$ cat config.mk
export PLATFORM = sky130hd
export DESIGN_NAME = game_input_conditioner
export DESIGN_NICKNAME = d
export VERILOG_FILES = /design/src/rtl/game_pkg.sv /design/src/rtl/button_debouncer.sv /design/src/rtl/game_input_conditioner.sv
export SDC_FILE = /design/constraint.sdc
export NUM_CORES = 1
export LEC_CHECK = 0
export ABC_AREA = 1
export CAP_MARGIN = 20
export CORE_ASPECT_RATIO = 0.7
export CORE_MARGIN = 5
export CORE_UTILIZATION = 60
export CTS_CLUSTER_SIZE = 8
export DETAILED_ROUTE_END_ITERATION = 8
export PLACE_DENSITY = 0.93
export RECOVER_POWER = 100
export SYNTH_ARGS = -nofsm -noshare
export SYNTH_HDL_FRONTEND = slang
export SYNTH_HIERARCHICAL = 1
export SYNTH_SLANG_ARGS = --single-unit
export TNS_END_PERCENT = 50
$ cat constraint.sdc
create_clock -name clk -period 3.2 [get_ports clk]
set_input_delay 0.8 -clock clk [delete_from_list [all_inputs] [get_ports clk]]
set_output_delay 0.8 -clock clk [all_outputs]
set_load 0.01 [all_outputs]
$ cat src/rtl/game_pkg.sv
// -----------------------------------------------------------------------------
// game_pkg
// Shared constants and types for the game front end.
//   CLK_HZ          system clock frequency in Hz
//   NUM_SW_DEFAULT  number of slide switches on the board
//   DEBOUNCE_MS     button settle time in milliseconds
//   debounce_state_t  per-button debouncer state
// -----------------------------------------------------------------------------
package game_pkg;

    localparam int CLK_HZ         = 50000000;
    localparam int NUM_SW_DEFAULT = 10;
    localparam int DEBOUNCE_MS    = 20;

    typedef enum logic [1:0] {
        UP        = 2'd0,
        WAIT_DOWN = 2'd1,
        DOWN      = 2'd2,
        WAIT_UP   = 2'd3
    } debounce_state_t;

endpackage

$ cat src/rtl/button_debouncer.sv
// -----------------------------------------------------------------------------
// button_debouncer
// Two-flop synchroniser, four-state debounce FSM and registered press pulse
// for one active-low pushbutton.
// Ports:
//   clk    in   system clock
//   rst_n  in   synchronous reset, active-low
//   btn_n  in   raw button, asynchronous, 0 = pressed
//   level  out  debounced level, 1 = held (DOWN or WAIT_UP)
//   press  out  one-cycle pulse, one cycle after an accepted press
// -----------------------------------------------------------------------------
module button_debouncer
    import game_pkg::*;
#(
    parameter int DEBOUNCE_CYCLES = 1000000
) (
    input  logic clk,
    input  logic rst_n,
    input  logic btn_n,
    output logic level,
    output logic press
);

    localparam int CW = $clog2(DEBOUNCE_CYCLES);
    localparam logic [CW-1:0] CNT_LAST = CW'(DEBOUNCE_CYCLES - 1);

    logic            sync_meta;
    logic            sync_out;
    logic            pressed;
    logic            went_down;
    logic [CW-1:0]   cnt;
    debounce_state_t state;

    assign pressed = ~sync_out;

    always_ff @(posedge clk) begin
        if (!rst_n) begin
            sync_meta <= 1'b1;
            sync_out  <= 1'b1;
            state     <= UP;
            cnt       <= '0;
            level     <= 1'b0;
            went_down <= 1'b0;
            press     <= 1'b0;
        end else begin
            sync_meta <= btn_n;
            sync_out  <= sync_meta;
            // The pulse trails the WAIT_DOWN->DOWN transition by one cycle.
            press     <= went_down;
            went_down <= 1'b0;
            case (state)
                UP: begin
                    if (pressed) begin
                        state <= WAIT_DOWN;
                        cnt   <= CW'(1);
                    end
                end
                WAIT_DOWN: begin
                    if (!pressed) begin
                        state <= UP;
                        cnt   <= '0;
                    end else if (cnt == CNT_LAST) begin
                        state     <= DOWN;
                        cnt       <= '0;
                        level     <= 1'b1;
                        went_down <= 1'b1;
                    end else begin
                        cnt <= cnt + CW'(1);
                    end
                end
                DOWN: begin
                    if (!pressed) begin
                        state <= WAIT_UP;
                        cnt   <= CW'(1);
                    end
                end
                WAIT_UP: begin
                    if (pressed) begin
                        state <= DOWN;
                        cnt   <= '0;
                    end else if (cnt == CNT_LAST) begin
                        state <= UP;
                        cnt   <= '0;
                        level <= 1'b0;
                    end else begin
                        cnt <= cnt + CW'(1);
                    end
                end
                default: begin
                    state <= UP;
                    cnt   <= '0;
                    level <= 1'b0;
                end
            endcase
        end
    end

endmodule

$ cat src/rtl/game_input_conditioner.sv
// -----------------------------------------------------------------------------
// game_input_conditioner
// Front-end conditioning for the game FSM: debounced button pulses,
// synchronised switches with per-cycle change mask, and a periodic tick.
// Ports:
//   clk          in   system clock, 50 MHz
//   rst_n        in   synchronous reset, active-low
//   btn_enter_n  in   raw enter button, 0 = pressed
//   btn_reset_n  in   raw reset button, 0 = pressed
//   sw_raw       in   raw slide switches
//   tick_clr     in   restart the tick period
//   enter_level  out  debounced enter state, 1 = held
//   enter_press  out  one-cycle pulse per accepted enter press
//   reset_press  out  one-cycle pulse per accepted reset press
//   sw_sync      out  synchronised switch levels
//   sw_delta     out  one-cycle mask of switches that changed
//   sec_tick     out  one-cycle pulse every TICK_CYCLES cycles
// -----------------------------------------------------------------------------
module game_input_conditioner
    import game_pkg::*;
#(
    parameter int NUM_SW          = NUM_SW_DEFAULT,
    parameter int DEBOUNCE_CYCLES = (CLK_HZ / 1000) * DEBOUNCE_MS,
    parameter int TICK_CYCLES     = CLK_HZ
) (
    input  logic              clk,
    input  logic              rst_n,
    input  logic              btn_enter_n,
    input  logic              btn_reset_n,
    input  logic [NUM_SW-1:0] sw_raw,
    input  logic              tick_clr,
    output logic              enter_level,
    output logic              enter_press,
    output logic              reset_press,
    output logic [NUM_SW-1:0] sw_sync,
    output logic [NUM_SW-1:0] sw_delta,
    output logic              sec_tick
);

    localparam int TW = $clog2(TICK_CYCLES);
    localparam logic [TW-1:0] TICK_LAST = TW'(TICK_CYCLES - 1);

    logic [NUM_SW-1:0] sw_meta;
    logic [NUM_SW-1:0] sw_prev;
    logic [1:0]        fill;
    logic [TW-1:0]     tick_cnt;
    logic [TW-1:0]     tick_next;
    logic              reset_level_unused;

    button_debouncer #(
        .DEBOUNCE_CYCLES(DEBOUNCE_CYCLES)
    ) u_enter (
        .clk   (clk),
        .rst_n (rst_n),
        .btn_n (btn_enter_n),
        .level (enter_level),
        .press (enter_press)
    );

    button_debouncer #(
        .DEBOUNCE_CYCLES(DEBOUNCE_CYCLES)
    ) u_reset (
        .clk   (clk),
        .rst_n (rst_n),
        .btn_n (btn_reset_n),
        .level (reset_level_unused),
        .press (reset_press)
    );

    // Switch synchroniser and registered change mask. The mask is held at
    // zero for three cycles after reset so switches already on at power-up
    // do not report a flip.
    always_ff @(posedge clk) begin
        if (!rst_n) begin
            sw_meta  <= '0;
            sw_sync  <= '0;
            sw_prev  <= '0;
            sw_delta <= '0;
            fill     <= '0;
        end else begin
            sw_meta <= sw_raw;
            sw_sync <= sw_meta;
            sw_prev <= sw_sync;
            if (fill == 2'd3) begin
                sw_delta <= sw_sync ^ sw_prev;
            end else begin
                sw_delta <= '0;
                fill     <= fill + 2'd1;
            end
        end
    end

    always_comb begin
        tick_next = tick_cnt + TW'(1);
        if (tick_clr || (tick_cnt == TICK_LAST)) begin
            tick_next = '0;
        end
    end

    // sec_tick is registered from the next count so it is high exactly
    // while tick_cnt holds the terminal value; a clear forces next to 0.
    always_ff @(posedge clk) begin
        if (!rst_n) begin
            tick_cnt <= '0;
            sec_tick <= 1'b0;
        end else begin
            tick_cnt <= tick_next;
            sec_tick <= (tick_next == TICK_LAST);
        end
    end

endmodule

==> key figures <==
Run status
  • Status: complete, no violations

Finish
  • Most common cell after layout, fill and taps aside: nand2_1
  • Cell Count, Final, Fillers Out: 1064
  • Ant. Diodes: 0
  • Most frequent cells in the layout: nand2_1 (270), inv_1 (136), nor2_1 (128)
  • Nets: 942
  • Reg area: roughly 2400 sq um
  • Fillers: 712
  • Share of layout cells above drive strength 1: under 10%
  • Area growth syn-to-layout: 17.2%
  • Multi-input logic area: roughly 2800 sq um

Timing
  • Final hold violations: 0
  • Worst Skew: a little over 6 ps
  • Max Clk Rate: between 400 and 500 MHz
  • Rel. slew slack: a little over two fifths
  • Slew Viols, Final: 0
  • Unrepaired setup endpoints after global routing: false
  • Setup slack after layout: between 800 and 900 ps
  • Worst hold slack: just over 400 ps
  • Crit path time final: 2400 ps
  • Setup tns final: 0 ps
  • Part of the cycle the worst path needs: ~75%
  • Least-Margin Pin Slew: around 850 ps
  • Final setup viols: 0

Worst hold path
  • Worst Hold Class: flop to flop

Worst setup path
  • CP max FO: 19
  • WP data arrival: 2660 ps
  • CP endpoint kind: flop
  • Setup crit start kind: flop
  • Required @ worst endpoint: roughly 3500 ps
  • Setup CP Type: flop to flop

Synthesis
  • Cell area after synthesis: about 6000 sq um
  • Post-synthesis cell count: a little under 900
  • Syn avg cell area: roughly 6.7 sq um
  • Synthesized Nets: around 900
  • Synth warn: 6

Detailed routing
  • Via count: approximately 5400
  • DRT Wirelength: ~14000 um
  • Drt first pass iters: 7
  • WL/cell: 12.8 um
  • DRT iter0 DRCs: around 600
  • Remaining antenna violation count: 0
  • Via/cell ratio: 5.12
  • Post-route DRC: 0

Placed design
  • Port Buffers: 38
  • Placed insts: around 1000
  • DP Wirelength: 8960 um
  • GPL Wtd Cong: 0.903
  • Worst slack at placement: 1080 ps

GRT
  • All-layer global routing usage: around a quarter
  • First-pass GRT wire length: approximately 23000 um
  • GRT Residual Overflow: 0
  • Number of global-route vias before repair: 4946
  • Pin count of the biggest net entering global routing: 39
  • Antenna violations before repair: 0

CTS
  • Worst-skew pair later-pin latency: 420 ps
  • Worst-path clk slew: roughly 60 ps
  • Htree depth: 4
  • Post-CTS sizing: 0
  • CTS max path bufs: 2
  • Root buffer cell: clkbuf_16
  • Post-CTS Setup Inserts: 0
  • CTS tree: built
  • Clk sinks: ~120
  • CTS Buf Count: 17
  • Hold_buf cts: 0

Power and ir drop
  • Leak: just over 3 nW
  • P per Cell Area: roughly 520 nW/um^2
  • Worst vdd ir: around 0.43 mV

Floorplan
  • CORE AREA: 9650 sq um
  • Initial Utilization: between 60% and 70%
  • Die Span Y: 93.0 um
  • Row count: 30
  • Die area: roughly 12000 sq um
  • Die W: ~130 um
  • I/O Pins: 39

Run
  • # Max-Cap Violations: 0
## critical path: stages, from the launching register on
cell and delay [ps]:
dfxtp_1 450, ha_1 240, nand2_1 110, inv_1 110, nand3b_1 110, nor2_1 170, nand2_1 140, nand3_1 140
clkbuf_1 660, nor2_1 120
## metal layers
layer	GRT usage, %	vias up	share of wire, %
li1	-	2761	-
met1	31.6	2425	45
met2	36.1	227	45
met3	4.97	31	7.7
met4	10.3	0	2.0
met5	0	-	0
## where the power goes
group	leakage [nW]	internal, W	switching, W
clock network	0.283	0.00110	0.000777
logic	1.79	0.0000519	0.0000799
registers	0.990	0.00155	0.0000209
total	3.06	0.00270	0.000878
## through the flow
step / instance area, sq um / total power (W) / utilization, %
2_1_floorplan: 5910 / 0.00168 / -
3_5_place_dp: 6390 / 0.00173 / 66.2
3_3_place_gp: 6390 / 0.00173 / 66.2
4_1_cts: 6970 / 0.00359 / 72.2
5_1_grt: 6930 / 0.00368 / 71.8
6_report: 6930 / 0.00358 / 71.8
## worst paths after layout
check | startpoint | to | slack, ps | depth (start not counted)
setup / recovery | tick_cnt[0]$_SDFF_PN0_ | tick_cnt[16]$_SDFF_PN0_ | 800 | 9
hold / removal | u_reset/sync_meta$_SDFF_PN1_ | u_reset/sync_out$_SDFF_PN1_ | 410 | 1
setup reg to reg | tick_cnt[0]$_SDFF_PN0_ | tick_cnt[16]$_SDFF_PN0_ | 800 | 9
hold reg to reg | u_reset/sync_meta$_SDFF_PN1_ | u_reset/sync_out$_SDFF_PN1_ | 410 | 1
## state kept, by name, indices dropped and copies added, names as in the netlist, 2 cells and up, named ones only
register / count
sw_meta: 10
tick_cnt: 26
sw_prev: 10
u_reset/cnt: 20
sw_delta: 10
sw_sync: 10
u_enter/cnt: 20
fill: 2
## area by class of cell
class	instances	share of cell area (%)
Multi-Input combinational cell	599	40.7
Sequential cell	122	35.3
Inverter	143	7.75
Clock buffer	17	6.14
Timing Repair Buffer	40	5.56
Tap cell	128	2.31
Clock inverter	15	2.26
Power figures use the tool's default switching activity.
